**src/rtl/arb_pkg.sv**
```systemverilog
// Shared definitions for the round-robin arbiter: state encodings and id width helper.
package arb_pkg;

  localparam logic [1:0] ARB_IDLE    = 2'b00;
  localparam logic [1:0] ARB_GRANT   = 2'b01;
  localparam logic [1:0] ARB_RELEASE = 2'b10;

  typedef enum logic [1:0] {
    S_IDLE    = ARB_IDLE,
    S_GRANT   = ARB_GRANT,
    S_RELEASE = ARB_RELEASE
  } arb_state_e;

  // Width of an index into n requesters; never narrower than one bit.
  function automatic int unsigned id_width(input int unsigned n);
    return (n > 1) ? $clog2(n) : 1;
  endfunction

  localparam int unsigned ARB_ID_W_DEFAULT = id_width(4);

endpackage

```
**src/rtl/rr_pick.sv**
```systemverilog
// Combinational rotating-priority encoder: first asserted request at or after ptr, wrapping.
module rr_pick
  import arb_pkg::*;
#(
  parameter int N_REQ = 4,
  parameter int ID_W  = int'(id_width(N_REQ))
) (
  input  logic [N_REQ-1:0] req,
  input  logic [ID_W-1:0]  ptr,
  output logic             valid,
  output logic [ID_W-1:0]  idx
);

  logic [ID_W-1:0] cand;

  // Index base+off reduced modulo N_REQ; base is always below N_REQ.
  function automatic logic [ID_W-1:0] wrap_add(input logic [ID_W-1:0] base, input int off);
    int s;
    s = int'(base) + off;
    if (s >= N_REQ) s = s - N_REQ;
    return s[ID_W-1:0];
  endfunction

  // Walk the requesters in priority order starting at ptr and keep the first hit.
  always_comb begin
    valid = 1'b0;
    idx   = '0;
    cand  = '0;
    for (int i = 0; i < N_REQ; i++) begin
      cand = wrap_add(ptr, i);
      if (!valid && req[cand]) begin
        valid = 1'b1;
        idx   = cand;
      end
    end
  end

endmodule

```
**src/rtl/rr_arbiter_fsm.sv**
```systemverilog
// Round-robin arbiter granting one requester at a time with a bounded hold time.
module rr_arbiter_fsm
  import arb_pkg::*;
#(
  parameter int N_REQ    = 4,
  parameter int MAX_HOLD = 16
) (
  input  logic                            clk,
  input  logic                            reset,
  input  logic [N_REQ-1:0]                req,
  input  logic [N_REQ-1:0]                done,
  output logic [N_REQ-1:0]                grant,
  output logic [id_width(N_REQ)-1:0]      grant_id,
  output logic                            busy,
  output logic                            timeout
);

  localparam int ID_W  = int'(id_width(N_REQ));
  localparam int CNT_W = $clog2(MAX_HOLD);
  localparam logic [CNT_W-1:0] HOLD_LAST = CNT_W'(MAX_HOLD - 1);
  localparam logic [ID_W-1:0]  LAST_ID   = ID_W'(N_REQ - 1);

  arb_state_e       state_q, state_d;
  logic [ID_W-1:0]  owner_q, owner_d;
  logic [ID_W-1:0]  ptr_q, ptr_d;
  logic [CNT_W-1:0] hold_cnt_q, hold_cnt_d;
  logic             timeout_flag_q, timeout_flag_d;

  logic             pick_valid;
  logic [ID_W-1:0]  pick_idx;
  logic [ID_W-1:0]  owner_next;

  rr_pick #(
    .N_REQ (N_REQ),
    .ID_W  (ID_W)
  ) u_pick (
    .req   (req),
    .ptr   (ptr_q),
    .valid (pick_valid),
    .idx   (pick_idx)
  );

  assign owner_next = (owner_q == LAST_ID) ? '0 : owner_q + 1'b1;

  // Register state, owner, priority pointer, tenure counter and timeout flag.
  always_ff @(posedge clk) begin
    if (reset) begin
      state_q        <= S_IDLE;
      owner_q        <= '0;
      ptr_q          <= '0;
      hold_cnt_q     <= '0;
      timeout_flag_q <= 1'b0;
    end else begin
      state_q        <= state_d;
      owner_q        <= owner_d;
      ptr_q          <= ptr_d;
      hold_cnt_q     <= hold_cnt_d;
      timeout_flag_q <= timeout_flag_d;
    end
  end

  // Next-state logic: pick in IDLE, release on done/drop before the hold limit, always recover to IDLE.
  always_comb begin
    state_d        = state_q;
    owner_d        = owner_q;
    ptr_d          = ptr_q;
    hold_cnt_d     = hold_cnt_q;
    timeout_flag_d = timeout_flag_q;
    case (state_q)
      S_IDLE: begin
        if (pick_valid) begin
          owner_d        = pick_idx;
          hold_cnt_d     = '0;
          timeout_flag_d = 1'b0;
          state_d        = S_GRANT;
        end
      end
      S_GRANT: begin
        if (done[owner_q] || !req[owner_q]) begin
          state_d        = S_RELEASE;
          timeout_flag_d = 1'b0;
          ptr_d          = owner_next;
        end else if (hold_cnt_q == HOLD_LAST) begin
          state_d        = S_RELEASE;
          timeout_flag_d = 1'b1;
          ptr_d          = owner_next;
        end else begin
          hold_cnt_d     = hold_cnt_q + 1'b1;
        end
      end
      S_RELEASE: begin
        state_d        = S_IDLE;
        timeout_flag_d = 1'b0;
      end
      default: begin
        state_d        = S_IDLE;
        timeout_flag_d = 1'b0;
      end
    endcase
  end

  // Moore output decode from registered state and latched owner only.
  always_comb begin
    grant   = '0;
    busy    = 1'b0;
    timeout = 1'b0;
    case (state_q)
      S_GRANT: begin
        grant[owner_q] = 1'b1;
        busy           = 1'b1;
      end
      S_RELEASE: timeout = timeout_flag_q;
      default: ;
    endcase
  end

  assign grant_id = owner_q;

endmodule
```
**config.mk**
```make
export PLATFORM = sky130hd
export DESIGN_NAME = rr_arbiter_fsm
export DESIGN_NICKNAME = d
export VERILOG_FILES = /design/src/rtl/arb_pkg.sv /design/src/rtl/rr_pick.sv /design/src/rtl/rr_arbiter_fsm.sv
export SDC_FILE = /design/constraint.sdc
export NUM_CORES = 1
export LEC_CHECK = 0
export CAP_MARGIN = 0
export CELL_PAD_IN_SITES_DETAIL_PLACEMENT = 1
export CELL_PAD_IN_SITES_GLOBAL_PLACEMENT = 1
export CORE_MARGIN = 5
export CORE_UTILIZATION = 37
export CTS_CLUSTER_DIAMETER = 150
export DETAILED_ROUTE_END_ITERATION = 10
export GPL_ROUTABILITY_DRIVEN = 0
export HOLD_SLACK_MARGIN = 0.12
export PLACE_DENSITY_LB_ADDON = 0.1
export SLEW_MARGIN = 0
export SYNTH_ARGS = -nofsm -noshare
export SYNTH_HDL_FRONTEND = slang
export SYNTH_SLANG_ARGS = --single-unit
```
**constraint.sdc**
```tcl
create_clock -name clk -period 2.95 [get_ports clk]
set_input_delay 0.59 -clock clk [delete_from_list [all_inputs] [get_ports clk]]
set_output_delay 0.59 -clock clk [all_outputs]
set_load 0.1 [all_outputs]
```
==> flow_summary.ini, run 1 <==
[run_status]
outcome = completed

[synthesis]
count_of_cell_types_in_the_netlist = 30
syn_area_sq_um = 754.5
sequential_area_share_after_synthesis_pct = 29.19
mappedNetlistNets = 106
avgSynthCellArea_sq_um = 8.291
synth.yosys.warnings = 0
postSynthCellCount = 91
yosys_register_bits = 11

[detailed_routing]
totalWireLength_mm = 2.056
first_iter_violations = 4
wl_per_cell_um = 15.01
route.vias.total = 726
dr.pass1.iters = 4
drc_errors = 0
detail_route.vias_per_cell = 5.299
postRouteAntennaNets = 0

[worst_hold_path]
worst_hold_path.num_cells = 2
min_path_type = reg -> reg

[power]
ir_drop_v = 0.0002852
leakagePower_nw = 0.3872
power.density_mw_per_mm2 = 456.6

[global_routing]
grt_usage_pct = 15.93
largest_net_degree_at_the_start_of_global_routing = 13
grt_antenna_before_repair = 0
grt_first_pass_wirelength_mm = 3.381
grt_pass1_vias = 703
grt-ovfl-total = 0

[clock_network]
cts_buffers = 3
htree_num_levels = 1
clock_path_buffers = 2
cts.repair_timing.setup_buffer_count = 0
post_cts_hold_buffer_count = 0
cts.repair.resized = 0
clock_insertion_delay_worst_skew_ps = 270
tritoncts = built
cts.root.buffer_cell = sky130_fd_sc_hd__clkbuf_4
worst_setup_hold_path_clk_slew_ps = 70
clock_sinks = 11

[floorplan]
initial_utilization_pct = 38.46
die_width_um = 55.16
io_pins = 18
die_height_um = 55.16
core_area_sq_mm = 0.001962
dieArea_sq_mm = 0.003042
std_cell_rows = 16

[worst_setup_path]
rrSetupSlack_ps = 1140
r2r_end = ptr_q[0]
endpoint = ptr_q[0]
critical_path.max_fanout = 6
reg2reg_path_depth = 4
crit_path_start_kind = input pin
critPathCaptureType = flop
critical_path.startpoint = req[3]
timing.rr.start = grant_id[1]
critical_path_arrival_ps = 2390
cp_data_required_time_ps = 3110
criticalPathCategory = in -> reg

[sta]
finalHoldViolations = 0
finalCriticalPeriod_ps = 2229
fin_worst_skew_ps = 0.4530
finalMaxSlewViolations = 0
fmax_mhz = 448.7
fin_hold_ws_ps = 477.8
fin_setup_tns_ps = 0
setup_viol = 0
relSlewSlack_pct = 64.09
rsz0062_at_grt = no
final.period_utilization_pct = 75.55
tightestPinTransition_ps = 533.7

[layout]
area_growth_pct = 26.87
num-nets-final = 126
final_util_pct = 48.79
antenna-diode-count = 0
drive_gt1_share_pct = 12.73
final_cells = 137

[run]
maxCapViolCount = 0

[placed_design]
post-place-cells = 133
port_buffer_count = 17
post-dp-hpwl_mm = 1.585
-- cell type report --
type / count / area [sq um]
fillers: 276 / 1005
multi-input cells: 71 / 500.5
flip-flops and latches: 11 / 220.2
repair buffers: 17 / 150.1
well taps: 27 / 33.78
clock buffers: 4 / 26.28
inverters: 7 / 26.28
-- worst min-delay path by stage --
stage              startpoint              to  slack, ps
3_3_place_gp    hold_cnt_q[3]   hold_cnt_q[3]        460
4_1_cts        timeout_flag_q  timeout_flag_q        480
5_1_grt         hold_cnt_q[3]   hold_cnt_q[3]        500
3_5_place_dp    hold_cnt_q[3]   hold_cnt_q[3]        460
6_report       timeout_flag_q  timeout_flag_q        480
2_1_floorplan   hold_cnt_q[3]   hold_cnt_q[3]        430
-- state kept, by name (all words and copies together), names as in the netlist --
| signal | flops |
|---|---|
| hold_cnt_q | 4 |
| timeout_flag_q | 1 |
| ptr_q | 2 |
| grant_id | 2 |
| state_q | 2 |
-- cell usage in the layout (no fill, tap or decap), types with 2 or more instances in the layout --
master,n
sky130_fd_sc_hd__a211o_1,2
sky130_fd_sc_hd__nand2b_1,9
sky130_fd_sc_hd__nor2_1,5
sky130_fd_sc_hd__nand3_1,2
sky130_fd_sc_hd__inv_1,7
sky130_fd_sc_hd__clkbuf_4,3
sky130_fd_sc_hd__o211ai_1,2
sky130_fd_sc_hd__nand2_1,6
sky130_fd_sc_hd__clkdlybuf4s50_1,9
sky130_fd_sc_hd__a21oi_1,6
sky130_fd_sc_hd__a31oi_1,2
sky130_fd_sc_hd__o221ai_1,2
sky130_fd_sc_hd__and2_1,5
sky130_fd_sc_hd__dfxtp_1,11
sky130_fd_sc_hd__buf_4,8
sky130_fd_sc_hd__mux4_2,2
sky130_fd_sc_hd__ha_1,5
sky130_fd_sc_hd__nor3_1,2
sky130_fd_sc_hd__nor2b_1,7
sky130_fd_sc_hd__o21ai_0,2
-- cell usage after synthesis --
| cell | count | area (sq um) |
|---|---|---|
| sky130_fd_sc_hd__a31oi_1 | 2 | 12.51 |
| sky130_fd_sc_hd__nand2_1 | 6 | 22.52 |
| sky130_fd_sc_hd__mux2i_1 | 1 | 10.01 |
| sky130_fd_sc_hd__inv_1 | 7 | 26.28 |
| sky130_fd_sc_hd__mux2_1 | 1 | 11.26 |
| sky130_fd_sc_hd__mux4_2 | 2 | 45.04 |
| sky130_fd_sc_hd__clkbuf_1 | 2 | 7.510 |
| sky130_fd_sc_hd__nand3_1 | 2 | 10.01 |
| sky130_fd_sc_hd__nand3b_1 | 1 | 7.510 |
| sky130_fd_sc_hd__and2_1 | 5 | 31.28 |
| sky130_fd_sc_hd__nor4b_1 | 1 | 8.760 |
| sky130_fd_sc_hd__o221ai_1 | 2 | 17.52 |
| sky130_fd_sc_hd__or3_1 | 1 | 6.260 |
| sky130_fd_sc_hd__a21oi_1 | 6 | 30.03 |
| sky130_fd_sc_hd__o211ai_1 | 2 | 15.01 |
| sky130_fd_sc_hd__nor2b_1 | 7 | 43.79 |
| sky130_fd_sc_hd__nor4_1 | 1 | 6.260 |
| sky130_fd_sc_hd__a21oi_2 | 1 | 8.760 |
| sky130_fd_sc_hd__a221oi_1 | 1 | 8.760 |
| sky130_fd_sc_hd__a211oi_1 | 1 | 7.510 |
| sky130_fd_sc_hd__nor2_1 | 5 | 18.77 |
| sky130_fd_sc_hd__o21ai_0 | 2 | 10.01 |
| sky130_fd_sc_hd__nand4b_1 | 1 | 8.760 |
| sky130_fd_sc_hd__ha_1 | 5 | 62.56 |
| sky130_fd_sc_hd__nand2b_1 | 9 | 56.30 |
| sky130_fd_sc_hd__a21o_1 | 1 | 7.510 |
| sky130_fd_sc_hd__a211o_1 | 2 | 17.52 |
| sky130_fd_sc_hd__dfxtp_1 | 11 | 220.2 |
| sky130_fd_sc_hd__and3_1 | 1 | 6.260 |
| sky130_fd_sc_hd__nor3_1 | 2 | 10.01 |
-- critical path: stages --
cell and delay (ps):
sky130_fd_sc_hd__clkdlybuf4s50_1 520, sky130_fd_sc_hd__nor2b_1 180, sky130_fd_sc_hd__mux4_2 540, sky130_fd_sc_hd__a21oi_2 230
sky130_fd_sc_hd__mux2_1 330
-- metal layers --
metal	vias up	global-route usage, %	wire (um)
met5	-	0	0
met4	0	2.429	0
met3	0	5.630	110
met2	17	27.36	1025
met1	348	19.41	920
li1	361	-	-
-- kinds of logic after synthesis --
kind of cell | count (synthesis) | share of synthesized area (%)
muxes | 4 | 8.789
DFF | 11 | 29.19
adders and majority gates | 5 | 8.292
buffers and inverters | 9 | 4.479
and+or+nand+nor | 42 | 31.35
AOI/OAI and AO/OA | 20 | 17.91
-- through the flow --
step                area, sq um  power [mW]  setup slack [ps]
CTS                       957.2      0.4412             716.0
floorplan                 755.7      0.2881             311.3
detailed placement        930.9      0.3354             427.3
finish                    957.2      0.4371             721.2
global placement          930.9      0.3318             479.8
global route              957.2      0.4636             660.2
-- power breakdown --
group	internal, mW	switching, mW	leakage [nW]	total, mW
combinational	0.0514	0.112	0.283	0.164
sequential	0.158	0.0101	0.0896	0.168
clock	0.0525	0.0532	0.0150	0.106
total	0.262	0.175	0.387	0.437
(Power assumes the default switching activity.)
==> run 2: changes to the inputs <==
- CORE_UTILIZATION: 37 -> 35
- clock period: 2.95 -> 2.3 ns (I/O delays scaled with it)
==> run 2 against run 1 <==
Register-to-register slack got worse by 530 ps. Final area increased by 11%. Sequential share of layout area shrank 2.1 points. First-iteration DRC count is 75% higher. Critical path type unchanged. Critical endpoint is now hold_cnt_q[3].
==> flow_summary.ini, run 2 (same netlist as run 1, synthesis figures left out) <==
[layout]
max_flop_register = hold_cnt_q
drive_gt1_share_pct = 21.74
antenna-diode-count = 0
largest_register_ff_count = 4
final_cell_mix = sky130_fd_sc_hd__nand2b_1 (9), sky130_fd_sc_hd__dfxtp_1 (9), sky130_fd_sc_hd__clkdlybuf4s50_1 (9)
num-nets-final = 131
area_growth_pct = 41.13

[clock_network]
cts.repair.resized = 0
worst_setup_hold_path_clk_slew_ps = 70
clock_path_buffers = 2
cts_buffers = 3
cts.root.buffer_cell = sky130_fd_sc_hd__clkbuf_4
htree_num_levels = 1
clock_insertion_delay_worst_skew_ps = 260
tritoncts = built
clock_sinks = 11
cts.repair_timing.setup_buffer_count = 0
post_cts_hold_buffer_count = 0

[detailed_routing]
detail_route.vias_per_cell = 5.183
route.vias.total = 736
wl_met1_um = 943
postRouteAntennaNets = 0
route.met2.wl_um = 921
totalWireLength_mm = 1.957
wl_per_cell_um = 13.78
drc_errors = 0
met3WireLength_um = 92
dr.pass1.iters = 4
dr.max_layer_used = met3
first_iter_violations = 7

[worst_hold_path]
min_from = timeout_flag_q
min_path_type = reg -> reg

[sta]
finalMaxSlewViolations = 0
rsz0062_at_grt = no
finalHoldViolations = 0
relSlewSlack_pct = 73.17
fmax_mhz = 507.9
setup_viol = 0
finalCriticalPeriod_ps = 1969
fin_worst_skew_ps = 4.122
fin_setup_tns_ps = 0
post-route-worst-setup-slack_ps = 331.0
tightestPinTransition_ps = 401.2
final.period_utilization_pct = 85.61

[global_routing]
grt_usage_pct = 13.44
grt_pass1_vias = 761
grt_antenna_before_repair = 0
grt_first_pass_wirelength_mm = 3.429
grt-ovfl-total = 0
largest_net_degree_at_the_start_of_global_routing = 13

[floorplan]
initial_utilization_pct = 37.69
die_width_um = 56.43
die_height_um = 56.43
dieArea_sq_mm = 0.003184
std_cell_rows = 16
io_pins = 18
core_area_sq_mm = 0.002002

[power]
total_power_mw = 0.5851
ir_drop_v = 0.0003841
leakagePower_nw = 0.4319
power.density_mw_per_mm2 = 549.5

[worst_setup_path]
timing.rr.start = grant_id[1]
criticalPathCategory = in -> reg
critPathCaptureType = flop
crit_path_start_kind = input pin
critical_path_arrival_ps = 2110
critical_path.max_fanout = 6
critical_path.startpoint = req[3]
cp_data_required_time_ps = 2440

[placed_design]
port_buffer_count = 17
dp_slack_ps = 29.23
post-dp-hpwl_mm = 1.649

[run]
maxCapViolCount = 0

[run_status]
outcome = completed
run 2: report_power, final:
group	internal, mW	switching, mW
sequential	0.203	0.0127
combinational	0.0910	0.148
clock	0.0670	0.0638
total	0.361	0.224
run 2: worst paths after layout:
| kind | end | slack (ps) | depth (start not counted) |
|---|---|---|---|
| worst max register to register | hold_cnt_q[3] | 610 | 4 |
| worst max-delay path | hold_cnt_q[3] | 330 | 5 |
| worst min-delay path | timeout_flag_q | 480 | 2 |
| worst min register to register | timeout_flag_q | 480 | 2 |
run 2: worst max-delay path, stage by stage:
cell                              delay (ps)
sky130_fd_sc_hd__clkdlybuf4s50_1         580
sky130_fd_sc_hd__nand2b_1                 80
sky130_fd_sc_hd__mux4_2                  530
sky130_fd_sc_hd__nor4b_1                 330
sky130_fd_sc_hd__a211oi_1                120
run 2: final cells by class:
type,instances,area [sq um]
clock buffers,4,26.28
fillers,242,937.1
inverters,7,26.28
multi-input cells,71,505.5
flip-flops and latches,11,222.7
well taps,27,33.78
repair buffers,22,250.2
run 2: metrics by stage:
step / hold WS (ps) / util, % / area, sq um / instances
global route: 516.5 / 53.19 / 1065 / 142
finish: 477.8 / 53.19 / 1065 / 142
global placement: 464.8 / 51.88 / 1039 / 138
floorplan: 434.6 / - / 763.2 / 91
CTS: 483.0 / 53.19 / 1065 / 142
detailed placement: 470.7 / 51.88 / 1039 / 138
run 2: per-layer routing:
metal	GRT usage, %	vias up
met3	5.963	0
met5	0	-
met4	0.6780	0
met1	16.92	351
met2	22.11	12
li1	-	373
